$ cat src/rtl/mem_ctrl.sv
// Byte-serial RAM/IO controller: serves LSB loads/stores (priority) and
// instruction fetches over an 8-bit bus with one-cycle read latency.
module mem_ctrl #(
    parameter int unsigned ADDR_WIDTH = 32,
    parameter logic [1:0]  IO_MASK    = 2'b11
) (
    input  logic                  clk_in,
    input  logic                  rst_in,
    input  logic                  rdy_in,
    input  logic                  clear_signal,
    input  logic                  lsb_signal,
    input  logic                  lsb_wr,
    input  logic                  lsb_signed,
    input  logic [1:0]            lsb_len,
    input  logic [ADDR_WIDTH-1:0] lsb_addr,
    input  logic [31:0]           lsb_din,
    output logic [31:0]           lsb_dout,
    output logic                  lsb_done,
    input  logic                  if_signal,
    input  logic [ADDR_WIDTH-1:0] if_addr,
    output logic [31:0]           if_dout,
    output logic                  if_done,
    input  logic [7:0]            ram_din,
    output logic [7:0]            ram_dout,
    output logic [ADDR_WIDTH-1:0] ram_a,
    output logic                  ram_wr,
    input  logic                  io_buffer_full
);

    typedef enum logic [1:0] {IDLE, LOAD, STORE, DONE} state_t;

    state_t                state_q, state_d;
    logic [2:0]            cnt_q, cnt_d;
    logic [2:0]            n_q, n_d;
    logic [ADDR_WIDTH-1:0] addr_q, addr_d;
    logic                  lsb_sel_q, lsb_sel_d;
    logic                  signed_q, signed_d;
    logic [31:0]           din_q, din_d;
    logic [31:0]           data_q, data_d;
    logic [ADDR_WIDTH-1:0] ram_a_q, ram_a_d;
    logic [7:0]            ram_dout_q, ram_dout_d;
    logic                  ram_wr_q, ram_wr_d;
    logic [31:0]           lsb_dout_q, lsb_dout_d;
    logic [31:0]           if_dout_q, if_dout_d;
    logic                  lsb_done_q, lsb_done_d;
    logic                  if_done_q, if_done_d;

    logic [ADDR_WIDTH-1:0] byte_addr;
    logic [7:0]            st_byte;
    logic [1:0]            rx_idx;
    logic [31:0]           word_full;
    logic [31:0]           load_ext;
    logic                  accept_stall;
    logic                  store_stall;

    assign byte_addr    = addr_q + ADDR_WIDTH'(cnt_q);
    assign rx_idx       = cnt_q[1:0] - 2'd1;
    assign accept_stall = io_buffer_full && (lsb_addr[17:16] == IO_MASK);
    assign store_stall  = io_buffer_full && (byte_addr[17:16] == IO_MASK);

    always_comb begin
        st_byte = din_q[7:0];
        case (cnt_q[1:0])
            2'd0: st_byte = din_q[7:0];
            2'd1: st_byte = din_q[15:8];
            2'd2: st_byte = din_q[23:16];
            2'd3: st_byte = din_q[31:24];
            default: st_byte = din_q[7:0];
        endcase
    end

    // In LOAD, cnt_q counts edges since accept, so ram_din holds byte cnt_q-1.
    always_comb begin
        word_full = data_q;
        case (rx_idx)
            2'd0: word_full[7:0]   = ram_din;
            2'd1: word_full[15:8]  = ram_din;
            2'd2: word_full[23:16] = ram_din;
            2'd3: word_full[31:24] = ram_din;
            default: word_full = data_q;
        endcase
    end

    always_comb begin
        load_ext = word_full;
        if (n_q == 3'd1) begin
            load_ext = {{24{signed_q & word_full[7]}}, word_full[7:0]};
        end else if (n_q == 3'd2) begin
            load_ext = {{16{signed_q & word_full[15]}}, word_full[15:0]};
        end
    end

    always_comb begin
        state_d    = state_q;
        cnt_d      = cnt_q;
        n_d        = n_q;
        addr_d     = addr_q;
        lsb_sel_d  = lsb_sel_q;
        signed_d   = signed_q;
        din_d      = din_q;
        data_d     = data_q;
        ram_a_d    = ram_a_q;
        ram_dout_d = ram_dout_q;
        ram_wr_d   = ram_wr_q;
        lsb_dout_d = lsb_dout_q;
        if_dout_d  = if_dout_q;
        lsb_done_d = 1'b0;
        if_done_d  = 1'b0;

        case (state_q)
            IDLE: begin
                ram_wr_d = 1'b0;
                if (!clear_signal && (lsb_signal || if_signal)) begin
                    lsb_sel_d = lsb_signal;
                    addr_d    = lsb_signal ? lsb_addr : if_addr;
                    ram_a_d   = lsb_signal ? lsb_addr : if_addr;
                    n_d       = !lsb_signal ? 3'd4 :
                                lsb_len[1]  ? 3'd4 :
                                lsb_len[0]  ? 3'd2 : 3'd1;
                    signed_d  = lsb_signal && lsb_signed;
                    din_d     = lsb_din;
                    data_d    = '0;
                    cnt_d     = '0;
                    if (lsb_signal && lsb_wr) begin
                        state_d = STORE;
                        if (!accept_stall) begin
                            ram_dout_d = lsb_din[7:0];
                            ram_wr_d   = 1'b1;
                            cnt_d      = 3'd1;
                        end
                    end else begin
                        state_d = LOAD;
                    end
                end
            end
            LOAD: begin
                ram_wr_d = 1'b0;
                if (clear_signal || (lsb_sel_q ? !lsb_signal : !if_signal)) begin
                    state_d = IDLE;
                    cnt_d   = '0;
                end else begin
                    if (cnt_q != 3'd0) begin
                        data_d = word_full;
                    end
                    if (cnt_q == n_q) begin
                        state_d = DONE;
                        cnt_d   = '0;
                        if (lsb_sel_q) begin
                            lsb_dout_d = load_ext;
                            lsb_done_d = 1'b1;
                        end else begin
                            if_dout_d = load_ext;
                            if_done_d = 1'b1;
                        end
                    end else begin
                        cnt_d = cnt_q + 3'd1;
                        if (cnt_q + 3'd1 < n_q) begin
                            ram_a_d = addr_q + ADDR_WIDTH'(cnt_q + 3'd1);
                        end
                    end
                end
            end
            STORE: begin
                // cnt_q counts bytes already driven; clear is deliberately ignored here.
                if (cnt_q == n_q) begin
                    ram_wr_d   = 1'b0;
                    lsb_done_d = 1'b1;
                    state_d    = DONE;
                    cnt_d      = '0;
                end else begin
                    ram_a_d = byte_addr;
                    if (store_stall) begin
                        ram_wr_d = 1'b0;
                    end else begin
                        ram_dout_d = st_byte;
                        ram_wr_d   = 1'b1;
                        cnt_d      = cnt_q + 3'd1;
                    end
                end
            end
            DONE: begin
                ram_wr_d = 1'b0;
                state_d  = IDLE;
            end
            default: state_d = IDLE;
        endcase
    end

    always_ff @(posedge clk_in or posedge rst_in) begin
        if (rst_in) begin
            state_q    <= IDLE;
            cnt_q      <= '0;
            n_q        <= '0;
            addr_q     <= '0;
            lsb_sel_q  <= 1'b0;
            signed_q   <= 1'b0;
            din_q      <= '0;
            data_q     <= '0;
            ram_a_q    <= '0;
            ram_dout_q <= '0;
            ram_wr_q   <= 1'b0;
            lsb_dout_q <= '0;
            if_dout_q  <= '0;
            lsb_done_q <= 1'b0;
            if_done_q  <= 1'b0;
        end else if (rdy_in) begin
            state_q    <= state_d;
            cnt_q      <= cnt_d;
            n_q        <= n_d;
            addr_q     <= addr_d;
            lsb_sel_q  <= lsb_sel_d;
            signed_q   <= signed_d;
            din_q      <= din_d;
            data_q     <= data_d;
            ram_a_q    <= ram_a_d;
            ram_dout_q <= ram_dout_d;
            ram_wr_q   <= ram_wr_d;
            lsb_dout_q <= lsb_dout_d;
            if_dout_q  <= if_dout_d;
            lsb_done_q <= lsb_done_d;
            if_done_q  <= if_done_d;
        end
    end

    assign ram_a    = ram_a_q;
    assign ram_dout = ram_dout_q;
    assign ram_wr   = ram_wr_q;
    assign lsb_dout = lsb_dout_q;
    assign if_dout  = if_dout_q;
    assign lsb_done = lsb_done_q;
    assign if_done  = if_done_q;

endmodule

$ cat config.mk
export PLATFORM = sky130hd
export DESIGN_NAME = mem_ctrl
export DESIGN_NICKNAME = d
export VERILOG_FILES = /design/src/rtl/mem_ctrl.sv
export SDC_FILE = /design/constraint.sdc
export NUM_CORES = 1
export LEC_CHECK = 0
export CORE_ASPECT_RATIO = 0.5
export CORE_UTILIZATION = 49
export CTS_BUF_LIST = sky130_fd_sc_hd__clkbuf_8
export DETAILED_ROUTE_END_ITERATION = 16
export PLACE_DENSITY_LB_ADDON = 0.1
export SKIP_LAST_GASP = 1
export SYNTH_ARGS = -nofsm -noshare
export SYNTH_HDL_FRONTEND = slang
export SYNTH_SLANG_ARGS = --single-unit
$ cat constraint.sdc
create_clock -name clk_in -period 6.6 [get_ports clk_in]
set_input_delay 0.66 -clock clk_in [delete_from_list [all_inputs] [get_ports clk_in]]
set_output_delay 0.66 -clock clk_in [all_outputs]
set_load 0.005 [all_outputs]
==> summary.txt <==
Detailed routing
  – Via density per instance: 5.92
  – Drt drc: 0
  – Via count: 10206
  – First-pass DRT Iterations: 5
  – Starting DRT DRC Count: 962
  – ANT nets after route: 0
  – Mean routed wirelength per cell: 19.2 um
  – Routed wire length: 33000 um

Worst setup path
  – CP max stage delay: 860 ps
  – Cell Chain, Critical Path: ha_1 > xor2_1 > ha_1 > nand2_1 > o21ai_0 > nor4_2 > o211ai_4 > buf_4 > nor2_1 > a221o_1
  – CP Capture Point: ram_a[7]
  – Most common cell on crit path: ha_1
  – R2R setup slack: 2810 ps
  – CP top delay family: adder cells
  – End of the worst register-to-register path: ram_a[7]
  – CP startpoint: cnt_q[0]
  – Crit path buf inv count: 1
  – WP data arrival: 4290 ps
  – Crit path launch type: flip-flop
  – Critical Path Sink Type: flip-flop
  – Reg2reg path depth: 10
  – Worst r2r src: cnt_q[0]
  – WP depth: 10
  – Setup CP Type: reg2reg
  – Worst-path fanout max: 55
  – Data required time of the worst path: 7100 ps
  – Slowest cell on the critical path: ha_1

Yosys
  – Synthesis Warnings: 0
  – Post-synthesis async set-or-reset flop share: 100%
  – Number of synthesized register bits: 213
  – Yosys cell types: 74
  – Sequential fraction of the synthesis area: 46.3%
  – Netlist Area Pre-Place: 11500 sq um
  – Syn Inst Count: 1221
  – Top_reg_cell synth: dfrtp_1
  – Syn Nets: 1357
  – Number of synthesized flops with an enable pin: 0
  – Syn avg cell area: 9.42 sq um

Global route
  – Initial antenna violation count: 0
  – GRT Overall Usage: 27.4%
  – Global-route wire length before repair: 51900 um
  – Vias in the first global route: 9660
  – GRT overflow: 0
  – Largest net degree at the start of global routing: 89

Clock network
  – CTS Sinks: 213
  – CTS Hold Bufs: 0
  – Bufs on Longest Clock Path: 3
  – CTS HTree Levels: 1
  – Root buffer cell: clkbuf_8
  – PostCTS Resize Cnt: 0
  – # Post-CTS Setup Buffers: 0
  – Clock Pin Slew Worst Setup and Hold Paths: 70 ps
  – CTS tree: yes
  – CTS Buf Count: 31
  – Clock Latency Late Sink: 630 ps

Timing
  – Rel. slew slack: 21.0%
  – Clk_skew: 43.6 ps
  – Fin. Hold Viols: 0
  – Setup TNS Final: 0 ps
  – Worst hold slack: 476 ps
  – RSZ-0062 raised after global routing: false
  – Max-slew violations: 0
  – Max Clk Rate: 0.264 GHz
  – Final Setup Violations: 0
  – Fin crit period: 3790 ps
  – PnR worst setup slack: 2810 ps
  – Measured slew at the worst slew-check pin: 1170 ps
  – Final Cycle Share: 57.4%

Die
  – Die Ht: 110 um
  – Row Count: 39
  – Die Wd: 219 um
  – Initial Utilization: 50.2%
  – Ports: 222
  – Core area: 22900 sq um
  – DIE AREA: 24100 sq um

Final layout
  – Fill cells: 2005
  – Final #Nets: 1529
  – Area growth, synth to finish: 25.8%
  – Ant diodes: 0
  – Fin util: 63.1%
  – Share of cells above drive strength 1: 9.53%
  – Final cell count without fillers: 1723

Outcome
  – Status: finished clean

Job
  – Maxcap violations: 0

Placement
  – Placement Setup Slack: 2810 ps
  – HPWL Detailed: 22700 um
  – GPL Wtd Cong: 0.901
  – Placed Cells: 1667
  – Port Buffers: 221

Pwr
  – Peak VDD IR: 0.202 mV
  – Static leakage power: 6.12 nW
  – Power density cells: 422 nW/um^2

Min path
  – Worst hold-check path type: reg2reg
-- through the flow --
step	area (sq um)	power (mW)
after floorplan	11500	3.92
after global placement	13900	4.95
after detailed placement	13900	5.03
after CTS	14500	6.12
after global routing	14500	6.54
final	14500	6.12
-- state kept, by name, summed over array words and instances (netlist names) --
name and cells:
lsb_done 1, din_q 32, ram_a 32, lsb_dout 32, state_q 2, lsb_sel_q 1
if_done 1, data_q 32, ram_wr 1, addr_q 32, signed_q 1, cnt_q 3
if_dout 32, ram_dout 8, n_q 3
-- cell usage in the layout, fill, tap and decap left out, types with 6 or more instances in the layout --
master / n
o211ai_1: 10
nor2b_1: 7
mux2_2: 47
clkdlybuf4s50_1: 220
o31a_1: 7
a222oi_1: 8
a21o_1: 12
nand3_1: 23
o31ai_1: 19
clkbuf_8: 40
o2111ai_1: 7
a31oi_1: 12
dfrtp_1: 213
o22ai_1: 10
buf_4: 15
mux2_4: 8
o21ai_0: 133
o21a_1: 13
nor2_1: 63
nand2_1: 160
a22oi_1: 6
a21oi_1: 90
nand4_1: 16
nor4_1: 9
mux2i_1: 55
inv_1: 41
xor2_1: 9
nor3_1: 14
ha_1: 19
a22o_1: 24
nand2b_1: 16
-- worst register-to-register path: stages, from the launching register on --
cell	delay (ps)
dfrtp_1	520
ha_1	870
xor2_1	170
ha_1	350
nand2_1	50
o21ai_0	190
nor4_2	90
o211ai_4	210
buf_4	510
nor2_1	350
a221o_1	380
-- cells in the mapped netlist (3+ instances only) --
library cell | n | area (sq um)
a22o_1 | 24 | 210
mux2_4 | 8 | 120
buf_2 | 11 | 55.1
and3_1 | 6 | 37.5
nand4_1 | 16 | 100
o21ai_1 | 3 | 15.0
buf_1 | 13 | 48.8
o21ai_0 | 133 | 666
and2_1 | 4 | 25.0
a31oi_1 | 12 | 75.1
o31a_1 | 7 | 61.3
nor3_1 | 15 | 75.1
nand2_1 | 161 | 604
mux2i_1 | 55 | 551
a31o_2 | 3 | 26.3
o2111ai_1 | 7 | 61.3
o31ai_1 | 19 | 143
mux2_2 | 47 | 529
nor4_1 | 9 | 56.3
a211oi_1 | 5 | 37.5
nand2b_1 | 16 | 100
and4_1 | 4 | 35.0
ha_1 | 19 | 238
a22oi_1 | 6 | 45.0
o311ai_0 | 4 | 35.0
o311a_1 | 3 | 30.0
o21a_1 | 13 | 97.6
o211ai_1 | 10 | 75.1
a41oi_1 | 3 | 26.3
a21oi_1 | 90 | 450
a222oi_1 | 8 | 80.1
nor2b_1 | 7 | 43.8
a21o_1 | 12 | 90.1
a221oi_1 | 4 | 35.0
nand3_1 | 23 | 115
inv_1 | 30 | 113
clkbuf_1 | 72 | 270
nor2_1 | 63 | 236
o22ai_1 | 10 | 62.6
dfrtp_1 | 213 | 5330
xor2_1 | 9 | 78.8
or3_1 | 4 | 25.0
-- routing by layer --
layer,part of all wire [%],GRT usage [%],vias up
li1,-,-,4773
met1,45,37.6,4993
met2,46,44.5,377
met3,6.0,4.42,63
met4,2.7,9.03,0
met5,0,0,-
-- where the power goes --
group	internal, mW	switching (mW)	total, mW	leakage [nW]
sequential	1.79	0.458	2.25	2.66
clock	0.543	0.535	1.08	0.369
combinational	1.31	1.48	2.79	3.09
total	3.64	2.47	6.12	6.12
-- kinds of logic (layout without fill, tap and decap cells) --
| logic type | count (synthesis) | count (layout) | share of synthesized area (%) |
|---|---|---|---|
| buf+inv | 129 | 324 | 4.39 |
| xor+xnor | 10 | 10 | 0.761 |
| mux | 110 | 110 | 10.4 |
| fa+ha+maj | 21 | 21 | 2.41 |
| compound gates | 393 | 393 | 21.6 |
| flops | 213 | 213 | 46.3 |
| simple gates | 345 | 345 | 14.1 |
-- worst min-delay path by stage --
stage	startpoint	to	slack (ps)	cells after the start
2_1_floorplan	data_q[15]	data_q[15]	450	2
3_3_place_gp	data_q[19]	data_q[19]	460	2
3_5_place_dp	data_q[28]	data_q[28]	470	2
4_1_cts	data_q[28]	data_q[28]	480	2
5_1_grt	lsb_dout[28]	lsb_dout[28]	510	2
6_report	data_q[28]	data_q[28]	480	2
-- area by class of cell --
class / count / area [sq um] / area share (%)
multi-input combinational: 879 / 5690 / 39.3
sequential: 213 / 5330 / 36.8
timing repair buffer: 236 / 2320 / 16.0
clock buffer: 40 / 551 / 3.80
tap: 307 / 384 / 2.65
inverter: 32 / 128 / 0.882
clock inverter: 16 / 71.3 / 0.493
No activity file was read; power rests on OpenSTA's default activity.
